===== src/rtl/mem_port_arbiter.sv =====
// Round-robin arbiter sequencing masters A/B onto an async single-port memory.
// Read done 2 cycles, write done 4 cycles after grant; gnt held low while busy.
module mem_port_arbiter #(
  parameter int AW = 5,
  parameter int DW = 32
) (
  input  logic          clk,
  input  logic          rst_n,
  input  logic          a_req,
  input  logic          a_we,
  input  logic [AW-1:0] a_addr,
  input  logic [DW-1:0] a_wdata,
  output logic          a_gnt,
  output logic          a_done,
  output logic [DW-1:0] a_rdata,
  input  logic          b_req,
  input  logic          b_we,
  input  logic [AW-1:0] b_addr,
  input  logic [DW-1:0] b_wdata,
  output logic          b_gnt,
  output logic          b_done,
  output logic [DW-1:0] b_rdata,
  output logic [DW-1:0] mem_din,
  output logic          mem_ewr,
  output logic [AW-1:0] mem_dir,
  input  logic [DW-1:0] mem_dout
);

  typedef enum logic [1:0] {IDLE, SETUP, STROBE, HOLD} state_t;

  state_t        r_state;
  state_t        w_state_nxt;
  logic          r_last_b;
  logic          r_owner_b;
  logic          r_we;
  logic          r_ewr;
  logic [AW-1:0] r_dir;
  logic [DW-1:0] r_din;
  logic          r_a_done;
  logic          r_b_done;
  logic [DW-1:0] r_a_rdata;
  logic [DW-1:0] r_b_rdata;
  logic          w_a_gnt;
  logic          w_b_gnt;
  logic          w_xfer;
  logic          w_finish;

  always_ff @(posedge clk or negedge rst_n) begin
    if (!rst_n) r_state <= IDLE;
    else        r_state <= w_state_nxt;
  end

  // On a tie the master not served last wins; a lone requester always wins.
  always_comb begin
    w_a_gnt     = 1'b0;
    w_b_gnt     = 1'b0;
    w_state_nxt = r_state;
    case (r_state)
      IDLE: begin
        if (a_req && (!b_req || r_last_b)) w_a_gnt = 1'b1;
        else if (b_req)                    w_b_gnt = 1'b1;
        if (w_a_gnt || w_b_gnt) w_state_nxt = SETUP;
      end
      SETUP:   w_state_nxt = r_we ? STROBE : IDLE;
      STROBE:  w_state_nxt = HOLD;
      HOLD:    w_state_nxt = IDLE;
      default: w_state_nxt = IDLE;
    endcase
  end

  assign w_xfer   = w_a_gnt || w_b_gnt;
  assign w_finish = ((r_state == SETUP) && !r_we) || (r_state == HOLD);

  always_ff @(posedge clk or negedge rst_n) begin
    if (!rst_n) begin
      r_last_b  <= 1'b1;
      r_owner_b <= 1'b0;
      r_we      <= 1'b0;
      r_ewr     <= 1'b0;
      r_dir     <= '0;
      r_din     <= '0;
      r_a_done  <= 1'b0;
      r_b_done  <= 1'b0;
      r_a_rdata <= '0;
      r_b_rdata <= '0;
    end else begin
      r_ewr    <= (w_state_nxt == STROBE);
      r_a_done <= w_finish && !r_owner_b;
      r_b_done <= w_finish && r_owner_b;
      if (w_xfer) begin
        r_owner_b <= w_b_gnt;
        r_last_b  <= w_b_gnt;
        r_we      <= w_b_gnt ? b_we    : a_we;
        r_dir     <= w_b_gnt ? b_addr  : a_addr;
        r_din     <= w_b_gnt ? b_wdata : a_wdata;
      end
      // Memory output is combinational; capture it at the end of SETUP only.
      if ((r_state == SETUP) && !r_we) begin
        if (r_owner_b) r_b_rdata <= mem_dout;
        else           r_a_rdata <= mem_dout;
      end
    end
  end

  assign a_gnt   = w_a_gnt && rst_n;
  assign b_gnt   = w_b_gnt && rst_n;
  assign a_done  = r_a_done;
  assign b_done  = r_b_done;
  assign a_rdata = r_a_rdata;
  assign b_rdata = r_b_rdata;
  assign mem_din = r_din;
  assign mem_dir = r_dir;
  assign mem_ewr = r_ewr;

endmodule


===== config.mk =====
export PLATFORM = sky130hd
export DESIGN_NAME = mem_port_arbiter
export DESIGN_NICKNAME = d
export VERILOG_FILES = /design/src/rtl/mem_port_arbiter.sv
export SDC_FILE = /design/constraint.sdc
export NUM_CORES = 1
export LEC_CHECK = 0
export CAP_MARGIN = 15
export CORE_MARGIN = 8
export CORE_UTILIZATION = 37
export CTS_CLUSTER_DIAMETER = 40
export DETAILED_ROUTE_END_ITERATION = 10
export PLACE_DENSITY = 0.76
export SETUP_SLACK_MARGIN = 0.05
export SLEW_MARGIN = 25
export SYNTH_ARGS = -nofsm -noshare
export SYNTH_HDL_FRONTEND = slang
export SYNTH_SLANG_ARGS = --single-unit

===== constraint.sdc =====
create_clock -name clk -period 1.58 [get_ports clk]
set_clock_uncertainty 0.2 [all_clocks]
set_input_delay 0.316 -clock clk [delete_from_list [all_inputs] [get_ports clk]]
set_output_delay 0.316 -clock clk [all_outputs]
set_load 0.1 [all_outputs]

==> impl_metrics.json, run 1 <==
{
  "ys_ff_latch": 109,
  "ff2ff_path_depth": 7,
  "wire_per_inst_um": 24.4,
  "n_fill_cell": 649,
  "via_count": 4292,
  "setup.worst_path.start": "r_state[1]",
  "crit_type": "reg -> out",
  "die_y_um": 128,
  "clock-sinks": 109,
  "start_kind": "flip-flop",
  "grt_pass1_wl_um": 27900,
  "rsz0062_at_grt": "true",
  "clock.fmax_mhz": 472,
  "fin_nets": 717,
  "first_global_vias": 4847,
  "min_path_cells": 3,
  "cp_num_buf_inv": 1,
  "place_area_sq_um": 8670,
  "synthArstFlopShare": 1.00,
  "cp-end-kind": "output pin",
  "grtUsageTotal": 0.219,
  "synth_cell_types": 31,
  "stdcell_area_sq_um": 9850,
  "reg2reg_from": "r_state[1]",
  "cp_max_fo": 3,
  "cpMaxStageDelayCell": "dfrtp_1",
  "yosysTopAreaCell": "dfrtp_1",
  "grt.overflow.total": 0,
  "path_depth": 3,
  "core_area_sq_um": 12500,
  "most-common-layout-cells": "buf_12 (125), clkdlybuf4s50_1 (108), dfrtp_1 (107)",
  "worstHoldStart": "b_req",
  "io_buffers": 217,
  "antenna_cells": 0,
  "period_minus_slack_ns": 2.12,
  "ys_warn_count": 0,
  "hold_path.class": "in -> reg",
  "fin_hold_ws_ns": 0.284,
  "synth_top_area_frac": 0.580,
  "worstPathArrival_ns": 1.60,
  "fin_cells": 779,
  "num_rows": 41,
  "drc": 0,
  "synth_edf_count": 0,
  "crit_path_max_incr_delay_ns": 0.41,
  "clk_latency_ns": 0.35,
  "die-area_sq_um": 16400,
  "violations": "setup timing",
  "synthToLayoutAreaGrowth_pct": 111,
  "root_buffer": "clkbuf_16",
  "fin_crit_sh": 1.34,
  "io_pins": 218,
  "worst_pin_slew_ns": 0.599,
  "final_hold_viol_count": 0,
  "final_common_cell": "buf_12",
  "setup_viol": 106,
  "drive_gt1_frac": 0.526,
  "ys_seq_area_frac": 0.586,
  "place_hpwl_um": 12300,
  "synth.net_count": 461,
  "start_util": 0.374,
  "crit_chain": "or3b_4 -> nor3b_4 -> buf_12",
  "grt_max_degree": 110,
  "antenna_found_initial": 1,
  "setup_slack_ns": -0.539,
  "clk_pin_slew_worst_paths_ns": 0.07,
  "drt_iter0_drc": 281,
  "yosys_most_used_dff": "dfrtp_1",
  "avgSynthCellArea_sq_um": 13.3,
  "first_pass_iters": 4,
  "cts_tree": "yes",
  "clockBufferDepth": 2,
  "status": "finished with violations",
  "place_congestion": 0.802,
  "wl_um": 19000,
  "netlist_instances": 349,
  "viasPerCell": 5.51,
  "maxCapViolations": 0,
  "r2r_setup_slack_ns": -0.42,
  "dp.cells": 745,
  "drtAntennaViolNets": 0,
  "cts-buffers-inserted": 9,
  "ctsHtreeMaxLevel": 3,
  "syn_area_sq_um": 4660,
  "die_w_um": 128,
  "slew_headroom": 0.600,
  "cp_top_family": "simple AND/OR/NAND/NOR gates",
  "maxSlewViolCount": 0,
  "cp.required_ns": 1.06,
  "synth.area.top_cells": "dfrtp_1 (58%), mux2_2 (14%), o2bb2ai_1 (7.0%)"
}
through the flow:
step | util | setup slack [ns] | TNS (ns)
2_1_floorplan | - | -0.872 | -11.53
3_3_place_gp | 0.695 | -0.643 | -32.96
3_5_place_dp | 0.695 | -0.691 | -36.45
4_1_cts | 0.763 | -0.528 | -29.05
5_1_grt | 0.790 | -0.573 | -35.04
6_report | 0.790 | -0.539 | -30.61
cell usage after synthesis, types with 2 or more instances:
cell type / count
dfrtp_1: 108
mux2_2: 59
nor3_1: 37
o2bb2ai_1: 37
o311ai_0: 34
clkbuf_1: 22
nor2_1: 7
buf_2: 6
buf_4: 6
mux2_1: 5
o311ai_1: 3
a21oi_1: 2
buf_1: 2
inv_1: 2
nand2_1: 2
nor4b_4: 2
metal layers:
| metal | part of all wire | global-route usage | up-vias | wire (um) |
|---|---|---|---|---|
| met4 | 0.024 | 0.0755 | 2 | 464 |
| met3 | 0.087 | 0.0753 | 36 | 1660 |
| met5 | 0.00053 | 0 | - | 10 |
| met2 | 0.51 | 0.370 | 228 | 9670 |
| met1 | 0.38 | 0.251 | 2166 | 7230 |
| li1 | - | - | 1860 | - |
worst paths after layout:
check,endpoint
max,b_gnt
min,r_last_b
max reg2reg,a_rdata[24]
min reg2reg,a_done
max in group asynchronous,r_we
min in group asynchronous,b_done
worst reg2reg max path, delay by kind of cell, from the launching register on:
family	cells	cell delay (ns)
flops	1	0.41
mux	1	0.31
simple gates	1	0.29
buf+inv	5	0.66
registers in the layout, indices dropped and copies added, names as in the netlist:
register and flops:
r_last_b 1, a_done 1, r_owner_b 1, r_we 1
b_done 1, mem_dir 5, mem_ewr 1, mem_din 32
a_rdata 32, r_state 2, b_rdata 32
final cells by class:
class                      instances  area (sq um)  area share
multi-input combinational        200          2530       0.257
timing repair buffer             282          4080       0.414
clock buffer                      11           253      0.0257
inverter                           3          13.8     0.00140
sequential                       109          2730       0.277
clock inverter                     2          35.0     0.00356
tap                              172           215      0.0218
timing repair:
item | in CTS | in global routing
pin swaps | 14 | 24
setup buffers | 13 | 7
hold buffers | 1 | 0
endpoints found under the setup margin | 105 | 106
gates cloned | 4 | 2
gates resized for setup | 63 | 87
endpoints found under the hold margin | 108 | 0
cells by family after synthesis:
logic type | count (synthesis) | share of synthesized area
AND/OR/NAND/NOR | 55 | 0.0688
buffers and inverters | 40 | 0.0403
flip-flops | 109 | 0.586
multiplexers | 65 | 0.157
AO/OA/AOI/OAI | 80 | 0.148
Power of run 1 is left out: the tool's default activity adds up to more than one toggle a clock period on the data nets, which glitch-free logic cannot reach.
==> inputs of run 2 (changes only) <==
--- a/config.mk
+++ b/config.mk
@@ -6,12 +6,16 @@
 export NUM_CORES = 1
 export LEC_CHECK = 0
 export CAP_MARGIN = 15
+export CELL_PAD_IN_SITES_DETAIL_PLACEMENT = 1
+export CELL_PAD_IN_SITES_GLOBAL_PLACEMENT = 1
 export CORE_MARGIN = 8
-export CORE_UTILIZATION = 37
+export CORE_UTILIZATION = 28
 export CTS_CLUSTER_DIAMETER = 40
+export CTS_CLUSTER_SIZE = 14
 export DETAILED_ROUTE_END_ITERATION = 10
-export PLACE_DENSITY = 0.76
+export PLACE_DENSITY_LB_ADDON = 0.1
 export SETUP_SLACK_MARGIN = 0.05
+export SKIP_LAST_GASP = 1
 export SLEW_MARGIN = 25
 export SYNTH_ARGS = -nofsm -noshare
 export SYNTH_HDL_FRONTEND = slang
==> run 2 against run 1 <==
The flow still finishes with violations (setup timing). Register-to-register slack hardly changed. Final cell count is 7.6% higher. Worst setup slack worse by 0.0062 ns. Non-clock buffer count is 8 higher. Worst hold slack worse by 0.054 ns. Maximum frequency is 0.29% lower. Final area is 2.5% higher. Via count is 3.6% lower. Critical endpoint unchanged.
==> impl_metrics.json, run 2 (synthesis results as in run 1) <==
{
  "rsz0062_at_grt": "true",
  "wire_per_inst_um": 23.2,
  "viasPerCell": 4.94,
  "fin_crit_sh": 1.35,
  "highest-signal-layer": "met5",
  "drive_gt1_frac": 0.536,
  "maxSlewViolCount": 0,
  "root_buffer": "clkbuf_16",
  "cp-end-kind": "output pin",
  "io_buffers": 217,
  "antenna_cells": 0,
  "crit_chain": "or3b_4 -> nor3b_4 -> buf_12",
  "core_area_sq_um": 16400,
  "die_y_um": 145,
  "clock.fmax_mhz": 471,
  "r2r_setup_slack_ns": -0.41,
  "worstPathArrival_ns": 1.61,
  "antenna_found_initial": 1,
  "cp_top_family": "simple AND/OR/NAND/NOR gates",
  "setup_viol": 106,
  "violations": "setup timing",
  "ctsHtreeMaxLevel": 3,
  "setup_slack_ns": -0.545,
  "die-area_sq_um": 21000,
  "hold_path.class": "in -> async",
  "met2_length_um": 10300,
  "clk_pin_slew_worst_paths_ns": 0.07,
  "most-common-layout-cells": "buf_12 (123), clkdlybuf4s50_1 (109), dfrtp_1 (107)",
  "place_hpwl_um": 13500,
  "clockBufferDepth": 2,
  "slew_headroom": 0.608,
  "setup.worst_path.start": "r_state[0]",
  "clk_latency_ns": 0.35,
  "grt_max_degree": 109,
  "drc": 0,
  "endpoint": "b_gnt",
  "cp.required_ns": 1.06,
  "reg2reg_from": "r_state[1]",
  "path_depth": 3,
  "cp_num_buf_inv": 1,
  "first_pass_iters": 4,
  "via_count": 4139,
  "die_w_um": 145,
  "drtAntennaViolNets": 0,
  "dr_wl_met3_um": 1290,
  "cpMaxStageDelayCell": "or3b_4",
  "drt_iter0_drc": 145,
  "status": "finished with violations",
  "worstReg2RegEnd": "a_rdata[6]",
  "grt.overflow.total": 0,
  "m1WireLength_um": 7530,
  "grtUsageTotal": 0.180,
  "maxCapViolations": 0,
  "fin_nets": 725,
  "fin_util": 0.615,
  "ff2ff_path_depth": 7,
  "cp_max_fo": 2,
  "first_global_vias": 4766,
  "wl_um": 19400,
  "num_rows": 47,
  "clock-sinks": 109,
  "crit_path_max_incr_delay_ns": 0.42,
  "grt_pass1_wl_um": 30000,
  "cts_tree": "yes",
  "place_congestion": 0.762,
  "start_kind": "flip-flop",
  "final_hold_viol_count": 0,
  "final_common_cell": "buf_12",
  "start_util": 0.284,
  "worst_pin_slew_ns": 0.581,
  "period_minus_slack_ns": 2.13,
  "io_pins": 218,
  "cts-buffers-inserted": 9,
  "crit_type": "reg -> out",
  "synthToLayoutAreaGrowth_pct": 117
}
## run 2: routing by layer
metal / up-vias / track usage
li1: 1862 / -
met1: 2120 / 0.209
met2: 136 / 0.312
met3: 19 / 0.0603
met4: 2 / 0.0484
met5: - / 0
## run 2: final cells by class
class,count,area [sq um]
clock buffers,10,229
clock inverters,6,92.6
fillers,1479,6310
inverters,3,11.3
multi-input cells,200,2510
flip-flops and latches,109,2730
well taps,220,275
repair buffers,290,4250
## run 2: repair_timing
action | CTS | global route
hold buffers | 1 | 0
resized for setup | 90 | 64
setup buffers | 9 | 11
cloned | 5 | 4
pin swaps | 22 | 20
endpoints found under the hold margin | 108 | 0
endpoints found under the setup margin | 107 | 218
## run 2: worst min-delay path by stage
stage,start,end,slack [ns],cells after the start
3_5_place_dp,rst_n,r_owner_b,-0.06,1
3_3_place_gp,rst_n,r_owner_b,-0.06,1
5_1_grt,rst_n,r_owner_b,0.23,2
4_1_cts,rst_n,r_owner_b,0.21,2
2_1_floorplan,rst_n,a_done,-0.18,0
6_report,rst_n,r_owner_b,0.23,2
## run 2: stage by stage
stage	hold slack, ns	instance area, sq um	setup TNS [ns]	setup slack, ns	cells
2_1_floorplan	-0.180	4930	-11.53	-0.872	349
6_report	0.229	10100	-32.01	-0.545	838
3_3_place_gp	-0.0619	8690	-38.29	-0.732	793
3_5_place_dp	-0.0631	8690	-41.84	-0.789	793
4_1_cts	0.209	9660	-24.77	-0.540	824
5_1_grt	0.228	10100	-39.53	-0.591	838
Power of run 2 is left out for the same reason.
==> inputs of run 3 (changes only) <==
--- a/config.mk
+++ b/config.mk
@@ -9,10 +9,11 @@
 export CELL_PAD_IN_SITES_DETAIL_PLACEMENT = 1
 export CELL_PAD_IN_SITES_GLOBAL_PLACEMENT = 1
 export CORE_MARGIN = 8
-export CORE_UTILIZATION = 28
+export CORE_UTILIZATION = 43
 export CTS_CLUSTER_DIAMETER = 40
 export CTS_CLUSTER_SIZE = 14
 export DETAILED_ROUTE_END_ITERATION = 10
+export DONT_BUFFER_PORTS = 1
 export PLACE_DENSITY_LB_ADDON = 0.1
 export SETUP_SLACK_MARGIN = 0.05
 export SKIP_LAST_GASP = 1
==> run 3 against run 2 <==
The flow now stops in 4_1_cts. Synthesized area unchanged. Synthesized cell count is the same.
==> impl_metrics.json, run 3 <==
{
  "synth_cell_types": 31,
  "synth.most_common_cell": "dfrtp_1",
  "synth_edf_count": 0,
  "ys_ff_latch": 109,
  "yosys_most_used_dff": "dfrtp_1",
  "die_y_um": 120,
  "place_congestion": 0.758,
  "syn_area_sq_um": 4660,
  "dp.cells": 584,
  "ys_warn_count": 0,
  "haltStage": "4_1_cts",
  "synthArstFlopShare": 1.00,
  "io_pins": 218,
  "error_line": "[ERROR DPL-0033] detailed placement checks failed during check placement.",
  "ctsHtreeMaxLevel": 3,
  "die_w_um": 120,
  "cts-hold-fix-buffers": 83,
  "clockBufferDepth": 2,
  "avgSynthCellArea_sq_um": 13.3,
  "place_hpwl_um": 11300,
  "cts_setup_buffers": 12,
  "ys_seq_area_frac": 0.586,
  "num_rows": 38,
  "pre_cts_slack_ns": -0.274,
  "synth_common_cells": "dfrtp_1 (108), mux2_2 (59), nor3_1 (37), o2bb2ai_1 (37), o311ai_0 (34)",
  "synth.net_count": 461,
  "root_buffer": "clkbuf_8",
  "start_util": 0.435,
  "status": "aborted with a tool error",
  "clock-sinks": 109,
  "synth_top_area_frac": 0.580,
  "synth.area.top_cells": "dfrtp_1 (58%), mux2_2 (14%), o2bb2ai_1 (7.0%)",
  "io_buffers": 0,
  "cts-buffers-inserted": 9,
  "netlist_instances": 349,
  "cts_resized": 157,
  "yosysTopAreaCell": "dfrtp_1"
}
[run 3: cell counts after synthesis]
Identical to the previous run, type by type.
[run 3: per-stage QoR]
step	area [sq um]	setup TNS (ns)	hold slack [ns]
detailed placement	6360	-20.16	-0.175
global placement	6360	-15.31	-0.176
floorplan	4930	-11.53	-0.180
[run 3: kinds of logic after synthesis]
group	share of synthesized area
AO/OA/AOI/OAI	0.148
buffers and inverters	0.0403
flip-flops	0.586
multiplexers	0.157
AND/OR/NAND/NOR	0.0688
==> inputs of run 4 (changes only) <==
==> config.mk (replaced) <==
export PLATFORM = sky130hd
export DESIGN_NAME = mem_port_arbiter
export DESIGN_NICKNAME = d
export VERILOG_FILES = /design/src/rtl/mem_port_arbiter.sv
export SDC_FILE = /design/constraint.sdc
export NUM_CORES = 1
export LEC_CHECK = 0
export CAP_MARGIN = 15
export CORE_MARGIN = 8
export CORE_UTILIZATION = 35
export DETAILED_ROUTE_END_ITERATION = 10
export DONT_BUFFER_PORTS = 1
export PLACE_DENSITY_LB_ADDON = 0.15
export SKIP_LAST_GASP = 1
export SLEW_MARGIN = 25
export SYNTH_ARGS = -nofsm -noshare
export SYNTH_HDL_FRONTEND = slang
export SYNTH_SLANG_ARGS = --single-unit
==> constraint.sdc (replaced) <==
create_clock -name clk -period 2.1 [get_ports clk]
set_clock_uncertainty 0.2 [all_clocks]
set_input_delay 0.42 -clock clk [delete_from_list [all_inputs] [get_ports clk]]
set_output_delay 0.42 -clock clk [all_outputs]
set_load 0.1 [all_outputs]
==> run 4 against run 3 <==
The flow now finishes, with violations (hold timing, setup timing).
==> impl_metrics.json, run 4 (synthesis results as in run 1) <==
{
  "place_congestion": 0.722,
  "grt_max_degree": 112,
  "grtUsageTotal": 0.154,
  "clk_latency_ns": 0.35,
  "maxSlewViolCount": 0,
  "first_global_vias": 3533,
  "clk_pin_slew_worst_paths_ns": 0.08,
  "dp.cells": 543,
  "io_buffers": 0,
  "drc": 0,
  "status": "finished with violations",
  "crit_type": "reg -> out",
  "worst_pin_slew_ns": 0.936,
  "root_buffer": "clkbuf_16",
  "hold_path.class": "in -> async",
  "grt.overflow.total": 0,
  "drive_gt1_frac": 0.365,
  "grt_pass1_wl_um": 21400,
  "fin_cells": 573,
  "cts-buffers-inserted": 9,
  "die-area_sq_um": 17300,
  "cp_max_fo": 2,
  "clockBufferDepth": 2,
  "period_minus_slack_ns": 2.19,
  "slew_headroom": 0.376,
  "final_hold_viol_count": 109,
  "n_fill_cell": 1236,
  "fin_hold_ws_ns": -0.440,
  "start_kind": "flip-flop",
  "drtAntennaViolNets": 0,
  "seqCellArea_sq_um": 2730,
  "first_pass_iters": 4,
  "violations": "hold timing, setup timing",
  "setup_viol": 1,
  "start_util": 0.355,
  "core_area_sq_um": 13100,
  "drt_iter0_drc": 137,
  "fin_nets": 504,
  "fin_crit_sh": 1.04,
  "viasPerCell": 5.65,
  "cp.required_ns": 1.48,
  "fin_util": 0.430,
  "clock.fmax_mhz": 456,
  "wire_per_inst_um": 23.6,
  "die_w_um": 131,
  "setup_slack_ns": -0.0935,
  "num_rows": 42,
  "ctsHtreeMaxLevel": 3,
  "antenna_found_initial": 0,
  "final_common_cell": "dfrtp_1",
  "antenna_cells": 0,
  "cp-end-kind": "output pin",
  "cts_tree": "yes",
  "io_pins": 218,
  "rsz0062_at_grt": "true",
  "maxCapViolations": 0,
  "place_hpwl_um": 9240,
  "via_count": 3239,
  "wl_um": 13500,
  "most-common-layout-cells": "dfrtp_1 (108), mux2_2 (59), buf_4 (53)",
  "synthToLayoutAreaGrowth_pct": 21.1,
  "clock-sinks": 109,
  "die_y_um": 131,
  "multiInputGateArea_sq_um": 1770,
  "worstPathArrival_ns": 1.57
}
[run 4: per-layer routing]
layer	wire length, um	vias up	share of wire	GRT usage
li1	-	1420	-	-
met1	5320	1647	0.39	0.181
met2	6400	151	0.47	0.238
met3	1460	21	0.11	0.0743
met4	346	0	0.026	0.0587
met5	0	-	0	0
[run 4: final timing paths]
| path | slack, ns | cells past startpoint | startpoint | endpoint |
|---|---|---|---|---|
| setup / recovery | -0.09 | 3 | r_state[0] | b_gnt |
| min in group clk | 0.01 | 1 | mem_dout[12] | b_rdata[12] |
| hold reg to reg | 0.29 | 1 | mem_din[22] | mem_din[22] |
| hold / removal | -0.44 | 0 | rst_n | mem_dir[2] |
| setup reg to reg | 0.18 | 4 | r_state[0] | mem_din[5] |
| max in group asynchronous | 1.93 | 0 | rst_n | r_last_b |
[run 4: stage by stage]
stage                     cell area, sq um  worst slack (ns)  TNS (ns)
final                                 5640           -0.0935   -0.0935
after global routing                  5640            -0.159    -0.213
after CTS                             5560           -0.0962    -0.102
after detailed placement              5200             0.150         0
after global placement                5200             0.172         0
after floorplan                       4680            -0.457    -0.457
[run 4: cell type report]
| class | instances | area share |
|---|---|---|
| clock buffers | 10 | 0.0424 |
| multi-input cells | 200 | 0.314 |
| repair buffers | 69 | 0.108 |
| flip-flops and latches | 109 | 0.484 |
| clock inverters | 6 | 0.0111 |
| inverters | 3 | 0.00200 |
| well taps | 176 | 0.0390 |
[run 4: worst max-delay path, stage by stage (launching register included)]
cell and delay [ns]:
dfrtp_1 0.39, or3b_4 0.42, nor3b_4 0.22, buf_12 0.20
[run 4: timing repair]
item | CTS | global route
gates cloned | 0 | 0
resized for setup | 3 | 0
hold buffers | 5 | 6
hold endpoints to repair | 114 | 114
setup buffers | 0 | 3
pin swaps | 1 | 1
setup endpoints to repair | 2 | 2
Power of run 4 is left out for the same reason.
